===== src/rtl/fetch_unit_if.sv =====
// fetch_unit_if: bundles the instruction-memory bus, the backend redirect
// request and the decode-side valid/ready handshake of the fetch stage.
//
// Signals:
//   pc_addr         fetch -> imem     byte address of the block being fetched
//   instruction_blk imem  -> fetch    CORE_WIDTH instructions, slot i at [i*32 +: 32]
//   redirect_valid  back  -> fetch    flush and reload request
//   redirect_pc     back  -> fetch    redirect target (bits [1:0] ignored)
//   out_valid       fetch -> decode   head block present
//   out_ready       decode-> fetch    decode accepts head block
//   out_blk         fetch -> decode   head block instructions
//   out_pc          fetch -> decode   PC of slot 0 of head block
//   queue_count     fetch -> debug    occupied queue entries
//
// Modports: master = the fetch unit side, slave = the surrounding core side.
interface fetch_unit_if #(
  parameter int CORE_WIDTH  = 2,
  parameter int QUEUE_DEPTH = 4
);
  logic [31:0]                        pc_addr;
  logic [CORE_WIDTH*32-1:0]           instruction_blk;
  logic                               redirect_valid;
  logic [31:0]                        redirect_pc;
  logic                               out_valid;
  logic                               out_ready;
  logic [CORE_WIDTH*32-1:0]           out_blk;
  logic [31:0]                        out_pc;
  logic [$clog2(QUEUE_DEPTH+1)-1:0]   queue_count;

  modport master (
    output pc_addr,
    input  instruction_blk,
    input  redirect_valid,
    input  redirect_pc,
    output out_valid,
    input  out_ready,
    output out_blk,
    output out_pc,
    output queue_count
  );

  modport slave (
    input  pc_addr,
    output instruction_blk,
    output redirect_valid,
    output redirect_pc,
    input  out_valid,
    output out_ready,
    input  out_blk,
    input  out_pc,
    input  queue_count
  );
endinterface


===== src/rtl/fetch_unit.sv =====
// fetch_unit: front-end fetch stage. Presents the registered PC to a
// combinational instruction memory, captures the returned block into a small
// circular fetch queue and hands blocks to decode over valid/ready. A backend
// redirect flushes the queue and reloads the PC.
//
// Ports:
//   clk    core clock, all state updates on rising edge
//   rst_n  synchronous active-low reset
//   bus    fetch_unit_if.master (imem bus, redirect, decode handshake, count)
module fetch_unit #(
  parameter int          CORE_WIDTH  = 2,
  parameter int          QUEUE_DEPTH = 4,
  parameter logic [31:0] RESET_PC    = 32'h0000_0000
) (
  input  logic            clk,
  input  logic            rst_n,
  fetch_unit_if.master    bus
);

  localparam int PTR_W = $clog2(QUEUE_DEPTH);
  localparam int CNT_W = $clog2(QUEUE_DEPTH + 1);
  localparam int BLK_W = CORE_WIDTH * 32;

  logic [31:0]       r_pc;
  logic [31:0]       r_qPc  [QUEUE_DEPTH];
  logic [BLK_W-1:0]  r_qBlk [QUEUE_DEPTH];
  logic [PTR_W-1:0]  r_head;
  logic [PTR_W-1:0]  r_tail;
  logic [CNT_W-1:0]  r_count;

  logic              w_push;
  logic              w_pop;
  logic              w_notEmpty;

  // Push and pop decisions. The full test deliberately uses the registered
  // count, so a pop in the same cycle never frees room for a push; a redirect
  // suppresses both so the flushed queue starts clean.
  always_comb begin
    w_notEmpty = (r_count != '0);
    w_push     = !bus.redirect_valid && (r_count < CNT_W'(QUEUE_DEPTH));
    w_pop      = w_notEmpty && bus.out_ready && !bus.redirect_valid;
  end

  // Outputs come straight from registers: the PC register drives memory and
  // the head entry drives decode, so there is no input-to-output path.
  always_comb begin
    bus.pc_addr     = r_pc;
    bus.out_valid   = w_notEmpty;
    bus.out_pc      = r_qPc[r_head];
    bus.out_blk     = r_qBlk[r_head];
    bus.queue_count = r_count;
  end

  // PC, pointers and count. Reset beats redirect, redirect beats normal flow.
  // Masking with ~3 word-aligns the redirect target. Pointers wrap naturally
  // because the depth is a power of two.
  always_ff @(posedge clk) begin
    if (!rst_n) begin
      r_pc    <= RESET_PC;
      r_head  <= '0;
      r_tail  <= '0;
      r_count <= '0;
    end else if (bus.redirect_valid) begin
      r_pc    <= bus.redirect_pc & ~32'h0000_0003;
      r_head  <= '0;
      r_tail  <= '0;
      r_count <= '0;
    end else begin
      if (w_push) begin
        r_pc   <= r_pc + 32'(4 * CORE_WIDTH);
        r_tail <= r_tail + PTR_W'(1);
      end
      if (w_pop) begin
        r_head <= r_head + PTR_W'(1);
      end
      r_count <= r_count + CNT_W'(w_push) - CNT_W'(w_pop);
    end
  end

  // Queue storage. Entries need no reset: they are only observed while the
  // count says they hold a valid block.
  always_ff @(posedge clk) begin
    if (rst_n && w_push) begin
      r_qPc[r_tail]  <= r_pc;
      r_qBlk[r_tail] <= bus.instruction_blk;
    end
  end

endmodule


===== src/flat_wrapper.sv =====
// flat-port wrapper written by rule: the top's interface ports become plain ports
module fetch_unit_flat 
#(
  parameter int          CORE_WIDTH  = 2,
  parameter int          QUEUE_DEPTH = 4,
  parameter logic [31:0] RESET_PC    = 32'h0000_0000
)
  (clk, rst_n, bus_pc_addr, bus_instruction_blk, bus_redirect_valid, bus_redirect_pc, bus_out_valid, bus_out_ready, bus_out_blk, bus_out_pc, bus_queue_count);
  fetch_unit_if #(.CORE_WIDTH(CORE_WIDTH), .QUEUE_DEPTH(QUEUE_DEPTH)) bus_i ();
  input  logic clk;
  input  logic rst_n;
  output wire logic [$bits(bus_i.pc_addr)-1:0] bus_pc_addr;
  input wire logic [$bits(bus_i.instruction_blk)-1:0] bus_instruction_blk;
  input wire logic [$bits(bus_i.redirect_valid)-1:0] bus_redirect_valid;
  input wire logic [$bits(bus_i.redirect_pc)-1:0] bus_redirect_pc;
  output wire logic [$bits(bus_i.out_valid)-1:0] bus_out_valid;
  input wire logic [$bits(bus_i.out_ready)-1:0] bus_out_ready;
  output wire logic [$bits(bus_i.out_blk)-1:0] bus_out_blk;
  output wire logic [$bits(bus_i.out_pc)-1:0] bus_out_pc;
  output wire logic [$bits(bus_i.queue_count)-1:0] bus_queue_count;
  assign bus_pc_addr = bus_i.pc_addr;
  assign bus_i.instruction_blk = bus_instruction_blk;
  assign bus_i.redirect_valid = bus_redirect_valid;
  assign bus_i.redirect_pc = bus_redirect_pc;
  assign bus_out_valid = bus_i.out_valid;
  assign bus_i.out_ready = bus_out_ready;
  assign bus_out_blk = bus_i.out_blk;
  assign bus_out_pc = bus_i.out_pc;
  assign bus_queue_count = bus_i.queue_count;
  fetch_unit #(.CORE_WIDTH(CORE_WIDTH), .QUEUE_DEPTH(QUEUE_DEPTH), .RESET_PC(RESET_PC)) u_core (.clk(clk), .rst_n(rst_n), .bus(bus_i));
endmodule

===== config.mk =====
export PLATFORM = sky130hd
export DESIGN_NAME = fetch_unit_flat
export DESIGN_NICKNAME = d
export VERILOG_FILES = /design/src/rtl/fetch_unit_if.sv /design/src/rtl/fetch_unit.sv /design/src/flat_wrapper.sv
export SDC_FILE = /design/constraint.sdc
export NUM_CORES = 1
export LEC_CHECK = 0
export CORE_UTILIZATION = 35
export DETAILED_ROUTE_END_ITERATION = 7
export GPL_TIMING_DRIVEN = 0
export PLACE_DENSITY = 0.62
export SLEW_MARGIN = 25
export SYNTH_ARGS = -nofsm -noshare
export SYNTH_HDL_FRONTEND = slang
export SYNTH_SLANG_ARGS = --single-unit

===== constraint.sdc =====
create_clock -name clk -period 9.05 [get_ports clk]
set_input_delay 1.81 -clock clk [delete_from_list [all_inputs] [get_ports clk]]
set_output_delay 1.81 -clock clk [all_outputs]
set_load 0.03 [all_outputs]

=== Word level (Yosys, flattened, before mapping) ===
Memory sizes are Yosys's and may differ from the RTL's. A register that Yosys moved wholly into a read port is not among the register bits.
Cells that the tools add are included.

* Bits in registers: 39
* Bits in latches: 0
* Memory bits (writable): 384
* Bits in read-only memories: 0
* Input port bits: 100
* Output and inout port bits: 132
* Logic and storage cells: 30
* Memories: 2

{| class="wikitable"
|+ Memories
! memory !! words !! bits a word !! read ports !! clocked after memory_dff !! write ports !! line !! text
|-
| u_core.r_qBlk || 4 || 64 || 1 || 1 || 1 || fetch_unit.sv:26 || <nowiki>logic [BLK_W-1:0] r_qBlk [QUEUE_DEPTH];</nowiki>
|-
| u_core.r_qPc || 4 || 32 || 1 || 1 || 1 || fetch_unit.sv:25 || <nowiki>logic [31:0] r_qPc [QUEUE_DEPTH];</nowiki>
|}

* Add/sub/neg operators: 5
* Multiply operators: 0
* Div/mod/pow operators: 0
* Magnitude comparators: 1
* Equal/unequal tests: 0
* Shifts and indexed selects: 0
* Multiplexer cells: 8
* Bitwise operators: 1
* Reduce and logical (&&, ||, !) cells: 8

{| class="wikitable"
|+ Operators by type and width
! kind !! number
|-
| 32-bit 2-to-1 mux || 2
|-
| 32-bit by 4-bit adder with 32-bit output, second input constant || 1
|-
| 2-bit 2-to-1 mux || 4
|-
| 2-bit by 1-bit adder with 2-bit output, second input constant || 2
|-
| 1-bit logical AND || 4
|-
| 3-bit by 1-bit adder with 3-bit output || 1
|-
| 3-bit less-than comparator, second input constant || 1
|-
| 3-bit nonzero test || 1
|-
| 3-bit by 1-bit subtractor with 3-bit output || 1
|-
| 1-bit 2-to-1 mux || 2
|-
| 2-bit nonzero test || 1
|-
| 2-bit OR reduction || 1
|-
| 1-bit zero test || 1
|-
| 1-bit inverter || 1
|}

=== Logic depth before layout (Yosys ltp) ===
* Word-level depth: 5
* Depth in mapped cells: 11
* Depth with buffers taken out: 10

=== Worst setup path after synthesis ===
No wires, ideal clock.

* Path kind: input -> register
* Start point: in bus_redirect_valid
* End point: mem u_core.r_qBlk[0][0] (netlist name) (enable)
* Library setup time: 464 ps
* Arrival time: 4661 ps
* Data required time: 8586 ps
* Path slack: 3925 ps
* Cell stages on the path: 5
* Path buffers: 1
* Cells stage by stage: clkbuf_1 -> inv_1 -> nand2_1 -> nor2_1 -> and2_1

* Cells in the longest elaborated chain, start to end: 5

{| class="wikitable"
|+ RTL lines
! what !! line !! text
|-
| start, declared || flat_wrapper.sv:14 || <nowiki>input wire logic [$bits(bus_i.redirect_valid)-1:0] bus_redirect_valid;</nowiki>
|-
| 1-bit zero test || fetch_unit.sv:40 || <nowiki>w_push = !bus.redirect_valid && (r_count < CNT_W'(QUEUE_DEPTH));</nowiki>
|-
| 1-bit logical AND || fetch_unit.sv:40 ||
|-
| 1-bit logical AND || fetch_unit.sv:83 || <nowiki>if (rst_n && w_push) begin</nowiki>
|-
| 1-bit 2-to-1 mux || fetch_unit.sv:83 ||
|-
| 1-bit 2-to-1 mux (not written as such) || fetch_unit.sv:85 || <nowiki>r_qBlk[r_tail] <= bus.instruction_blk;</nowiki>
|-
| end, declared || fetch_unit.sv:26 ||
|}

Every way passes these cells.

==> results.md <==
- Largest net degree at the start of global routing: 43
- Worst slew pin tran: 938.1 ps
- Routability Congestion: 0.7747
- Vias: 8197
- Worst Reg2Reg Path Length in Cells: 11
- LEAKAGE: 6.394 nW
- H-tree depth: 2
- DR WL/cell: 20.74 um
- Worst Path Buf+Inv: 3
- Hold WC Path Type: reg2reg
- Synth top area cells: edfxtp_1, mux4_2, dfxtp_1
- Max-slew headroom: 37.46%
- I/O pin cnt: 232
- Clk slew on worst S/H paths: 50 ps
- CP Cell Sequence: buf_1, clkbuf_1, mux4_2, clkdlybuf4s50_1
- Via/cell ratio: 4.938
- DR DRC count: 0
- Crit path DAT: 3340 ps
- Cells on Worst Hold Path: 2
- Startpoint types: flop
- Total CTS buffers: 46
- Placed wire-length estimate: 21770 um
- Fmax achieved: 0.1941 GHz
- ANT nets after route: 0
- CP Capture Type: output port
- CP top delay family: buffers and inverters
- Clock skew: 17.19 ps
- Outcome: completed
- Final worst path period share: 56.94%
- Violation count after the first detailed-route iteration: 613
- Worst setup margin: 3897 ps
- Antenna violations before repair: 3
- Syn avg cell area: 20.90 um2
- Worst r2r src: u_core.bus.queue_count[2]
- Cells after synthesis: 750
- Buffers added on ports: 224
- Clock Tree Buf Depth: 3
- Share of cells above drive strength 1: 16.98%
- CP Max Fanout: 10
- Initial Utilization: 35.44%
- Vias in the first global route: 8691
- Hold Startpoint: u_core.r_head[1]
- # fillers: 3743
- Ys Warns: 0
- Dominant cell type by area after synthesis: edfxtp_1
- FFs w/ async S/R, synth: 0%
- Most frequent cells in the layout: edfxtp_1, clkdlybuf4s50_1, mux4_2
- Commonest non-fill, non-tap cell in the layout: edfxtp_1
- Post-Route WL: 34430 um
- Area of the core: 44220 um2
- Reg2Reg Capture Point: u_core.bus.queue_count[2]
- Setup_tns: 0 ps
- Cts hold-fix bufs: 0
- Prevailing post-synth register cell: edfxtp_1
- Synth cell types: 45
- CTS sink cnt: 415
- FP Rows: 77
- Synth Cell Area: 15670 um2
- Synthesis-to-finish area growth: 29.21%
- Drt pass-1 iters: 5
- Max Transition Viols Final: 0
- Post-CTS sizing: 0
- Worst skew pair latency: 570 ps
- Sequential fraction of the synthesis area: 77.02%
- Total track usage: 15.29%
- Die Area: 45630 um2
- Root Buffer: clkbuf_16
- Unrepaired setup endpoints after global routing: false
- Grt total ovfl: 0
- Postcts setup bufs: 0
- FF+latch count, synth: 415
- Worst stage delay on the critical path: 750 ps
- Top-area cell type share of the netlist area: 72.04%
- Die Ht: 213.6 um
- CTS tree: done
- Global-route wire length before repair: 51800 um
- Setup violations, final: 0
- Die X: 213.6 um
- Worst reg2reg setup slack: 6470 ps
- Kind of critical path: reg2out
- Worst VDD drop: 0.0001144 V
- Slowest cell on crit path: clkdlybuf4s50_1
- Post-synth EDFFs: 376
- PD cells: 208.2 nW/um2
- NumNets Final: 1141
- Pre-CTS WS: 4106 ps
- Fin crit period: 5153 ps
- Number of hold violations in the final report: 0
- Max cap viols: 0
- Data required time of the worst path: 7240 ps
==> state kept, by name, indices dropped and copies added, names as in the netlist, named ones only <==
| signal | cells |
|---|---|
| u_core.bus.pc_addr | 30 |
| u_core.bus.queue_count | 3 |
| u_core.r_head | 2 |
| u_core.r_qBlk | 256 |
| u_core.r_qPc | 120 |
| u_core.r_tail | 2 |
==> cells by family (layout without fill, tap and decap cells) <==
logic type	Yosys count	count (layout)	share of synthesized area, %
flip-flops	415	415	77.02
AO/OA/AOI/OAI	65	65	2.618
AND/OR/NAND/NOR	100	100	3.800
other	1	6	0.02393
buffers and inverters	51	364	1.429
multiplexers	97	97	13.70
adder cells (fa/ha/maj)	8	8	0.6865
XOR/XNOR	13	13	0.7264
==> cell type report <==
| class | count | area [um2] | area share, % |
|---|---|---|---|
| Tap cell | 592 | 740.7 | 3.657 |
| Multi-Input combinational cell | 287 | 3400 | 16.79 |
| Inverter | 11 | 41.29 | 0.2039 |
| Timing Repair Buffer | 232 | 2425 | 11.97 |
| Sequential cell | 415 | 12070 | 59.61 |
| Clock buffer | 60 | 1225 | 6.048 |
| Clock inverter | 21 | 160.2 | 0.7908 |
| Antenna cell | 2 | 5.005 | 0.02471 |
| Buffer | 40 | 183.9 | 0.9082 |
==> worst min-delay path, cell delays in order, from the launching register on <==
cell and delay (ps):
dfxtp_1 320, xnor2_1 110, nor2_1 50
==> power breakdown <==
part / internal [W] / switching (W)
Sequential: 0.00214 / 0.0000347
Clock: 0.00101 / 0.000716
Combinational: 0.000143 / 0.000169
==> stage by stage <==
step | hold WS, ps | cell area [um2] | instances | total power, W | util [%]
after floorplan | 489.5 | 15690 | 753 | 0.002368 | -
after global placement | 506.9 | 18670 | 1569 | 0.002532 | 42.21
after detailed placement | 515.2 | 18860 | 1577 | 0.002535 | 42.65
after CTS | 525.5 | 20250 | 1658 | 0.004275 | 45.78
after global routing | 556.3 | 20250 | 1658 | 0.004362 | 45.79
final | 521.9 | 20250 | 1660 | 0.004216 | 45.80
==> per-layer routing <==
| metal | up-vias | part of all wire, % | global-route usage [%] |
|---|---|---|---|
| li1 | 3696 | - | - |
| met1 | 4175 | 43 | 20.30 |
| met2 | 270 | 47 | 24.10 |
| met3 | 52 | 7.6 | 4.438 |
| met4 | 4 | 2.1 | 5.099 |
| met5 | - | 0.078 | 0 |
==> how the worst max path moves through the flow <==
stage	depth (start not counted)	slack [ps]	endpoint
global route	4	3690	bus_out_blk[51]
global placement	4	1380	u_core.r_qBlk[0][17]
floorplan	5	3920	u_core.r_qBlk[0][0]
detailed placement	5	4110	bus_out_blk[51]
finish	4	3900	bus_out_blk[51]
CTS	5	3480	bus_out_blk[51]
==> cell usage after synthesis (6+ instances only) <==
cell type	count
nor2_1	14
inv_1	11
nand2_1	14
o21ai_0	29
clkbuf_1	22
nor3_1	6
a31oi_1	12
and4_1	8
o31ai_1	6
nand3_1	7
edfxtp_1	376
mux4_2	94
ha_1	7
nand4_1	7
xnor2_1	8
dfxtp_1	39
or3_1	9
buf_2	8
o211a_1	6
or4_1	9
Note: power is estimated with default switching activity, not from simulation.
